### config.mk
export PLATFORM = sky130hd
export DESIGN_NAME = buffer_exmem
export DESIGN_NICKNAME = d
export VERILOG_FILES = /design/src/rtl/exmem_pkg.sv /design/src/rtl/exmem_entry.sv /design/src/rtl/buffer_exmem.sv
export SDC_FILE = /design/constraint.sdc
export NUM_CORES = 1
export LEC_CHECK = 0
export ABC_AREA = 1
export BUFFER_PORTS_ARGS = -buffer_cell sky130_fd_sc_hd__buf_2
export CAP_MARGIN = 15
export CORE_MARGIN = 2
export CORE_UTILIZATION = 55
export DETAILED_ROUTE_END_ITERATION = 10
export GPL_TIMING_DRIVEN = 1
export HOLD_SLACK_MARGIN = 0.1
export PLACE_DENSITY = 0.8
export SKIP_CTS_REPAIR_TIMING = 1
export SLEW_MARGIN = 10
export SYNTH_ARGS = -nofsm -noshare
export SYNTH_HDL_FRONTEND = slang
export SYNTH_HIERARCHICAL = 1
export SYNTH_SLANG_ARGS = --single-unit
### constraint.sdc
create_clock -name clk -period 2.5 [get_ports clk]
set_input_delay 0.25 -clock clk [delete_from_list [all_inputs] [get_ports clk]]
set_output_delay 0.25 -clock clk [all_outputs]
set_load 0.03 [all_outputs]
### src/rtl/exmem_pkg.sv
// exmem_pkg: shared definitions for the EX/MEM pipeline stage register.
//   - control bit indices inside the Ctrl field
//   - occupancy state encoding of the 2-entry skid buffer
//   - packed bundle type grouping Data/Store/RD/Ctrl
package exmem_pkg;

  localparam int EX_S = 15;  // MSB index of data/register fields
  localparam int EX_C = 2;   // MSB index of control field

  localparam int CTRL_MEMW = 0;
  localparam int CTRL_MEMR = 1;
  localparam int CTRL_REGW = 2;

  typedef enum logic [1:0] {
    EMPTY = 2'd0,
    ONE   = 2'd1,
    TWO   = 2'd2
  } occ_state_t;

  typedef struct packed {
    logic [EX_S:0] data;
    logic [EX_S:0] store;
    logic [EX_S:0] rd;
    logic [EX_C:0] ctrl;
  } exmem_bundle_t;

endpackage

### src/rtl/exmem_entry.sv
// exmem_entry: one bundle register with a valid bit.
// Ports:
//   clk, rst   clock, synchronous active-high reset
//   i_clr      synchronous clear of valid and data (wins over load)
//   i_load     capture i_d and set valid
//   i_d        bundle to capture (flattened, W bits)
//   o_valid    entry holds a bundle
//   o_q        held bundle; all-zero when cleared
module exmem_entry #(
  parameter int W = 51
) (
  input  logic         clk,
  input  logic         rst,
  input  logic         i_clr,
  input  logic         i_load,
  input  logic [W-1:0] i_d,
  output logic         o_valid,
  output logic [W-1:0] o_q
);

  logic         r_valid;
  logic [W-1:0] r_q;

  always_ff @(posedge clk) begin
    if (rst || i_clr) begin
      r_valid <= 1'b0;
      r_q     <= '0;
    end else if (i_load) begin
      r_valid <= 1'b1;
      r_q     <= i_d;
    end
  end

  assign o_valid = r_valid;
  assign o_q     = r_q;

endmodule

### src/rtl/buffer_exmem.sv
// buffer_exmem: EX/MEM pipeline stage register with a 2-entry skid.
// The main entry drives Out*; the skid entry absorbs one bundle when MEM
// stalls, so InReady depends only on held state (and rst), never on OutReady.
// Ports:
//   clk, rst                         clock, synchronous active-high reset
//   Flush                            synchronous squash of all held entries
//   InValid/InReady                  EX-side handshake
//   InData/InStore/InRD/InCtrl       incoming bundle
//   OutValid/OutReady                MEM-side handshake
//   OutData/OutStore/OutRD/OutCtrl   head bundle
//   Occ                              entries held (0..2)
// Optional (macro EXMEM_FWD_EN): FwdValid/FwdRD/FwdData forwarding tap of the
// head entry, qualified by its RegWrite bit.
//
// state | meaning
// EMPTY | no entry held
// ONE   | main entry valid, skid empty
// TWO   | main and skid valid, InReady low
module buffer_exmem
  import exmem_pkg::*;
#(
  parameter int S = 15,
  parameter int C = 2
) (
  input  logic       clk,
  input  logic       rst,
  input  logic       Flush,
  input  logic       InValid,
  output logic       InReady,
  input  logic [S:0] InData,
  input  logic [S:0] InStore,
  input  logic [S:0] InRD,
  input  logic [C:0] InCtrl,
  output logic       OutValid,
  input  logic       OutReady,
  output logic [S:0] OutData,
  output logic [S:0] OutStore,
  output logic [S:0] OutRD,
  output logic [C:0] OutCtrl,
  output logic [1:0] Occ
`ifdef EXMEM_FWD_EN
  ,
  output logic       FwdValid,
  output logic [S:0] FwdRD,
  output logic [S:0] FwdData
`endif
);

  localparam int W = 3 * (S + 1) + C + 1;

  occ_state_t   r_state;
  occ_state_t   w_state_nxt;
  logic         w_accept;
  logic         w_pop;
  logic         w_main_load;
  logic         w_main_clr;
  logic         w_main_from_skid;
  logic         w_skid_load;
  logic         w_skid_clr;
  logic         w_main_valid;
  logic         w_skid_valid;
  logic [W-1:0] w_in_bundle;
  logic [W-1:0] w_main_d;
  logic [W-1:0] w_main_q;
  logic [W-1:0] w_skid_q;

  assign w_in_bundle = {InData, InStore, InRD, InCtrl};

  assign InReady  = !w_skid_valid && !rst;
  assign OutValid = w_main_valid;
  assign w_accept = InValid && InReady && !Flush;
  assign w_pop    = w_main_valid && OutReady;

  always_ff @(posedge clk) begin
    if (rst) begin
      r_state <= EMPTY;
    end else begin
      r_state <= w_state_nxt;
    end
  end

  always_comb begin
    w_state_nxt      = r_state;
    w_main_load      = 1'b0;
    w_main_clr       = 1'b0;
    w_main_from_skid = 1'b0;
    w_skid_load      = 1'b0;
    w_skid_clr       = 1'b0;
    if (Flush) begin
      // A same-cycle pop has already been taken by MEM; nothing else survives.
      w_state_nxt = EMPTY;
      w_main_clr  = 1'b1;
      w_skid_clr  = 1'b1;
    end else begin
      case (r_state)
        EMPTY: begin
          if (w_accept) begin
            w_state_nxt = ONE;
            w_main_load = 1'b1;
          end
        end
        ONE: begin
          if (w_accept && w_pop) begin
            w_main_load = 1'b1;
          end else if (w_accept) begin
            w_state_nxt = TWO;
            w_skid_load = 1'b1;
          end else if (w_pop) begin
            w_state_nxt = EMPTY;
            w_main_clr  = 1'b1;
          end
        end
        TWO: begin
          if (w_pop) begin
            w_state_nxt      = ONE;
            w_main_load      = 1'b1;
            w_main_from_skid = 1'b1;
            w_skid_clr       = 1'b1;
          end
        end
        default: begin
          w_state_nxt = EMPTY;
          w_main_clr  = 1'b1;
          w_skid_clr  = 1'b1;
        end
      endcase
    end
  end

  assign w_main_d = w_main_from_skid ? w_skid_q : w_in_bundle;

  exmem_entry #(.W(W)) u_main (
    .clk     (clk),
    .rst     (rst),
    .i_clr   (w_main_clr),
    .i_load  (w_main_load),
    .i_d     (w_main_d),
    .o_valid (w_main_valid),
    .o_q     (w_main_q)
  );

  exmem_entry #(.W(W)) u_skid (
    .clk     (clk),
    .rst     (rst),
    .i_clr   (w_skid_clr),
    .i_load  (w_skid_load),
    .i_d     (w_in_bundle),
    .o_valid (w_skid_valid),
    .o_q     (w_skid_q)
  );

  assign {OutData, OutStore, OutRD, OutCtrl} = w_main_q;
  assign Occ = {1'b0, w_main_valid} + {1'b0, w_skid_valid};

`ifdef EXMEM_FWD_EN
  assign FwdValid = w_main_valid && OutCtrl[CTRL_REGW];
  assign FwdRD    = FwdValid ? OutRD : '0;
  assign FwdData  = FwdValid ? OutData : '0;
`endif

endmodule

==> flow_summary.html <==
<table>
<tr><th>Metric</th><th>Value</th></tr>
<tr><th colspan="2">Worst setup path</th></tr>
<tr><td>Crit path buf inv count</td><td>3</td></tr>
<tr><td>Worst setup EP type</td><td>register</td></tr>
<tr><td>Kind of critical path</td><td>register to register</td></tr>
<tr><td>Series of cell instances along the critical path</td><td>nand2_1, inv_1, nand4_4, buf_12, o21ai_0, inv_1, nand2_1, nand2_1, nor2_1</td></tr>
<tr><td>Worst Setup Start Kind</td><td>register</td></tr>
<tr><td>CP dominant cell by count</td><td>sky130_fd_sc_hd__nand2_1</td></tr>
<tr><td>Critical path's top delay family</td><td>simple AND/OR/NAND/NOR gates</td></tr>
<tr><td>Slowest cell on the critical path</td><td>sky130_fd_sc_hd__dfxtp_1</td></tr>
<tr><td>Data arrival time of the critical path</td><td>2.03 ns</td></tr>
<tr><td>Max incr delay on CP</td><td>0.42 ns</td></tr>
<tr><td>Max Fanout on Critical Path</td><td>45</td></tr>
<tr><td>Req. time, crit path</td><td>2.80 ns</td></tr>
<tr><th colspan="2">Yosys</th></tr>
<tr><td>Synthesized area per cell</td><td>6.17 um2</td></tr>
<tr><td>Post-Synth Simple-Gate Area</td><td>0.350</td></tr>
<tr><td>Compound-Gate Fraction of Synth Area</td><td>0.0773</td></tr>
<tr><td>Post-synthesis sequential element count</td><td>106</td></tr>
<tr><td>Mux contribution to synthesized area</td><td>0</td></tr>
<tr><td>Yosys synthesis warning count</td><td>6</td></tr>
<tr><td>Post-synthesis xor/xnor area fraction</td><td>0</td></tr>
<tr><td>Number of library cell types mapped by synthesis</td><td>19</td></tr>
<tr><td>Post-synthesis instance total</td><td>853</td></tr>
<tr><td>Summed instance area of the synthesized netlist</td><td>0.00526 mm2</td></tr>
<tr><td>Sequential cell area fraction in the yosys report</td><td>0.403</td></tr>
<tr><td>Adder-cell share of the synthesized area</td><td>0.00238</td></tr>
<tr><td>Main combinational cell family by area after synthesis</td><td>simple AND/OR/NAND/NOR gates</td></tr>
<tr><td>Syn nets</td><td>910</td></tr>
<tr><th colspan="2">Routing</th></tr>
<tr><td>DRC violation total after the first TritonRoute iteration</td><td>191</td></tr>
<tr><td>Total number of vias</td><td>4742</td></tr>
<tr><td>Number of remaining DRC errors</td><td>0</td></tr>
<tr><td>DRT antenna net count</td><td>0</td></tr>
<tr><td>Number of vias per cell after detailed routing</td><td>4.42</td></tr>
<tr><td>WL final</td><td>10400 um</td></tr>
<tr><td>Initial DRT Pass Iterations</td><td>5</td></tr>
<tr><td>WL per Instance</td><td>9.65 um</td></tr>
<tr><th colspan="2">Timing</th></tr>
<tr><td>Shortest clock period the worst path allows after layout</td><td>1.72 ns</td></tr>
<tr><td>Number of setup violations in the final report</td><td>0</td></tr>
<tr><td>Minimum hold slack</td><td>0.183 ns</td></tr>
<tr><td>Final Hold Fails</td><td>0</td></tr>
<tr><td>Portion of the clock cycle consumed by the worst path in the final layout</td><td>0.690</td></tr>
<tr><td>Achievable Freq</td><td>0.580 GHz</td></tr>
<tr><td>Count of final max-slew check failures</td><td>0</td></tr>
<tr><td>Worst Clk Skew</td><td>0.0116 ns</td></tr>
<tr><td>RSZ-0062 raised after global routing</td><td>no</td></tr>
<tr><td>Headroom to the max-slew limit</td><td>0.620</td></tr>
<tr><td>Final setup TNS</td><td>0 ns</td></tr>
<tr><td>Worst slew pin tran</td><td>0.571 ns</td></tr>
<tr><th colspan="2">CTS</th></tr>
<tr><td>Number of sinks driven by the clock tree</td><td>106</td></tr>
<tr><td>Total clock buffers created by CTS</td><td>9</td></tr>
<tr><td>Register clock-pin slew on the reported worst setup and hold paths</td><td>0.10 ns</td></tr>
<tr><td>Number of buffers between clock root and the deepest sink</td><td>2</td></tr>
<tr><td>TritonCTS clock tree</td><td>built</td></tr>
<tr><td>Clock network latency to the later pin of the worst-skew pair</td><td>0.36 ns</td></tr>
<tr><td>CTS H-Tree Depth</td><td>3</td></tr>
<tr><td>Clk root buf</td><td>sky130_fd_sc_hd__clkbuf_8</td></tr>
<tr><th colspan="2">Power and ir drop</th></tr>
<tr><td>Max VDD drop</td><td>295 uV</td></tr>
<tr><td>Part of the power in the clock network</td><td>0.357</td></tr>
<tr><td>Power density over the cells</td><td>518 mW/mm2</td></tr>
<tr><td>Pint</td><td>2370 uW</td></tr>
<tr><td>Psw</td><td>777 uW</td></tr>
<tr><td>Leak pwr</td><td>0.00291 uW</td></tr>
<tr><td>Fraction of power consumed by combinational cells</td><td>0.101</td></tr>
<tr><td>Sequential share of power</td><td>0.542</td></tr>
<tr><td>Proportion of total power due to net switching</td><td>0.247</td></tr>
<tr><th colspan="2">Layout</th></tr>
<tr><td>Most frequent cells in the layout</td><td>268 x sky130_fd_sc_hd__nand2_1, 210 x sky130_fd_sc_hd__nor2_1, 160 x sky130_fd_sc_hd__inv_1</td></tr>
<tr><td>Fill cell count</td><td>866</td></tr>
<tr><td>Share of final-layout standard cells stronger than drive strength 1</td><td>0.180</td></tr>
<tr><td>Count of antenna diodes in the layout</td><td>0</td></tr>
<tr><td>Net total in the final layout</td><td>996</td></tr>
<tr><td>Leading cell type in the layout, fill and taps excluded</td><td>sky130_fd_sc_hd__nand2_1</td></tr>
<tr><td>Area growth from synthesis to final layout</td><td>15.6%</td></tr>
<tr><th colspan="2">Floorplan</th></tr>
<tr><td>CORE AREA</td><td>0.00924 mm2</td></tr>
<tr><td>Die X-Extent</td><td>102 um</td></tr>
<tr><td>Number of I/O pins</td><td>111</td></tr>
<tr><td>Die Height</td><td>102 um</td></tr>
<tr><td>Total die area</td><td>0.0104 mm2</td></tr>
<tr><td>Number of rows in the core area</td><td>35</td></tr>
<tr><td>Initial standard-cell utilization of the core</td><td>0.569</td></tr>
<tr><th colspan="2">Global routing</th></tr>
<tr><td>Vias in the first global route</td><td>4162</td></tr>
<tr><td>GRT Resource Usage Total</td><td>0.212</td></tr>
<tr><td>Initial antenna violation count</td><td>0</td></tr>
<tr><td>Total congestion overflow</td><td>0</td></tr>
<tr><td>Global-route wire length before repair</td><td>17800 um</td></tr>
<tr><td>Largest net degree at the start of global routing</td><td>61</td></tr>
<tr><th colspan="2">Place</th></tr>
<tr><td>Number of buffer cells added on primary ports</td><td>110</td></tr>
<tr><td>Final HPWL from detailed placement</td><td>6720 um</td></tr>
<tr><td>Weighted congestion reported at the end of routability-driven placement</td><td>0.779</td></tr>
<tr><th colspan="2">Status</th></tr>
<tr><td>Run status</td><td>completed</td></tr>
<tr><th colspan="2">Job</th></tr>
<tr><td>Total of max-cap violations</td><td>0</td></tr>
<tr><th colspan="2">Hold path</th></tr>
<tr><td>Worst min path class</td><td>input pin to register</td></tr>
</table>
logic make-up after synthesis:
family | Yosys count
AND/OR/NAND/NOR | 485
buffers and inverters | 204
AO/OA/AOI/OAI | 57
flip-flops | 106
adder cells (fa/ha/maj) | 1
power by group through the flow:
stage	registers, uW	logic [uW]	clock network (uW)
after floorplan	1770	186	0
after global placement	1750	314	0
after detailed placement	1750	317	0
after CTS	1710	319	1150
after global routing	1710	365	1200
final	1710	317	1130
state kept, by name, indices dropped and copies added (netlist names):
register and flops:
r_state 2, u_main/o_q 51, u_main/o_valid 1, u_skid/o_q 51, u_skid/o_valid 1
cell type report:
type                       count  area (um2)  share of cell area
clock inverter                 3        46.3             0.00761
timing repair buffer         118         686               0.113
tap                          129         161              0.0265
clock buffer                  13         169              0.0278
sequential                   106        2120               0.349
multi-input combinational    543        2300               0.377
inverter                     161         604              0.0993
layer usage:
layer	vias to the layer above	track usage	part of all wire
li1	2610	-	-
met4	0	0.0624	0.011
met1	2023	0.278	0.49
met2	98	0.359	0.45
met3	11	0.0359	0.046
met5	-	0	0
tightest hold or removal path, stage by stage:
cell	delay [ns]
sky130_fd_sc_hd__buf_2	0.10
sky130_fd_sc_hd__inv_1	0.04
sky130_fd_sc_hd__nand2_1	0.04
sky130_fd_sc_hd__nand2_1	0.05
sky130_fd_sc_hd__nor2_1	0.03
path summary, 6_finish.rpt:
| path | end | depth (start not counted) | start | slack [ns] |
|---|---|---|---|---|
| max | u_main/o_q[15]$_SDFFE_PP0P_ | 9 | u_main/o_valid$_SDFFE_PP0P_ | 0.78 |
| min | u_skid/o_q[42]$_SDFFE_PP0P_ | 5 | InData[7] | 0.18 |
| max reg2reg | u_main/o_q[15]$_SDFFE_PP0P_ | 9 | u_main/o_valid$_SDFFE_PP0P_ | 0.78 |
| min reg2reg | u_main/o_q[20]$_SDFFE_PP0P_ | 2 | u_main/o_q[20]$_SDFFE_PP0P_ | 0.47 |
Yosys cell counts, drive strengths merged:
library cell | n | area, um2
dfxtp | 106 | 2120
clkbuf | 2 | 7.51
nor3 | 1 | 5.00
ha | 1 | 12.5
o21ai | 53 | 382
a21oi | 2 | 10.0
nand4 | 1 | 12.5
nand2 | 268 | 1010
inv | 161 | 604
nor3b | 1 | 7.51
buf | 41 | 267
nand3 | 2 | 10.0
nor2 | 212 | 801
o21a | 2 | 15.0
metrics by stage:
step           power, uW  area [um2]  utilization  worst slack, ns  instances
2_1_floorplan       1960        5260            -            0.840        853
3_3_place_gp        2060        5870        0.635            0.827       1057
3_5_place_dp        2060        5870        0.635            0.797       1057
4_1_cts             3180        6080        0.658            0.780       1073
5_1_grt             3280        6080        0.658            0.558       1073
6_report            3150        6080        0.658            0.776       1073
(Power assumes the default switching activity.)
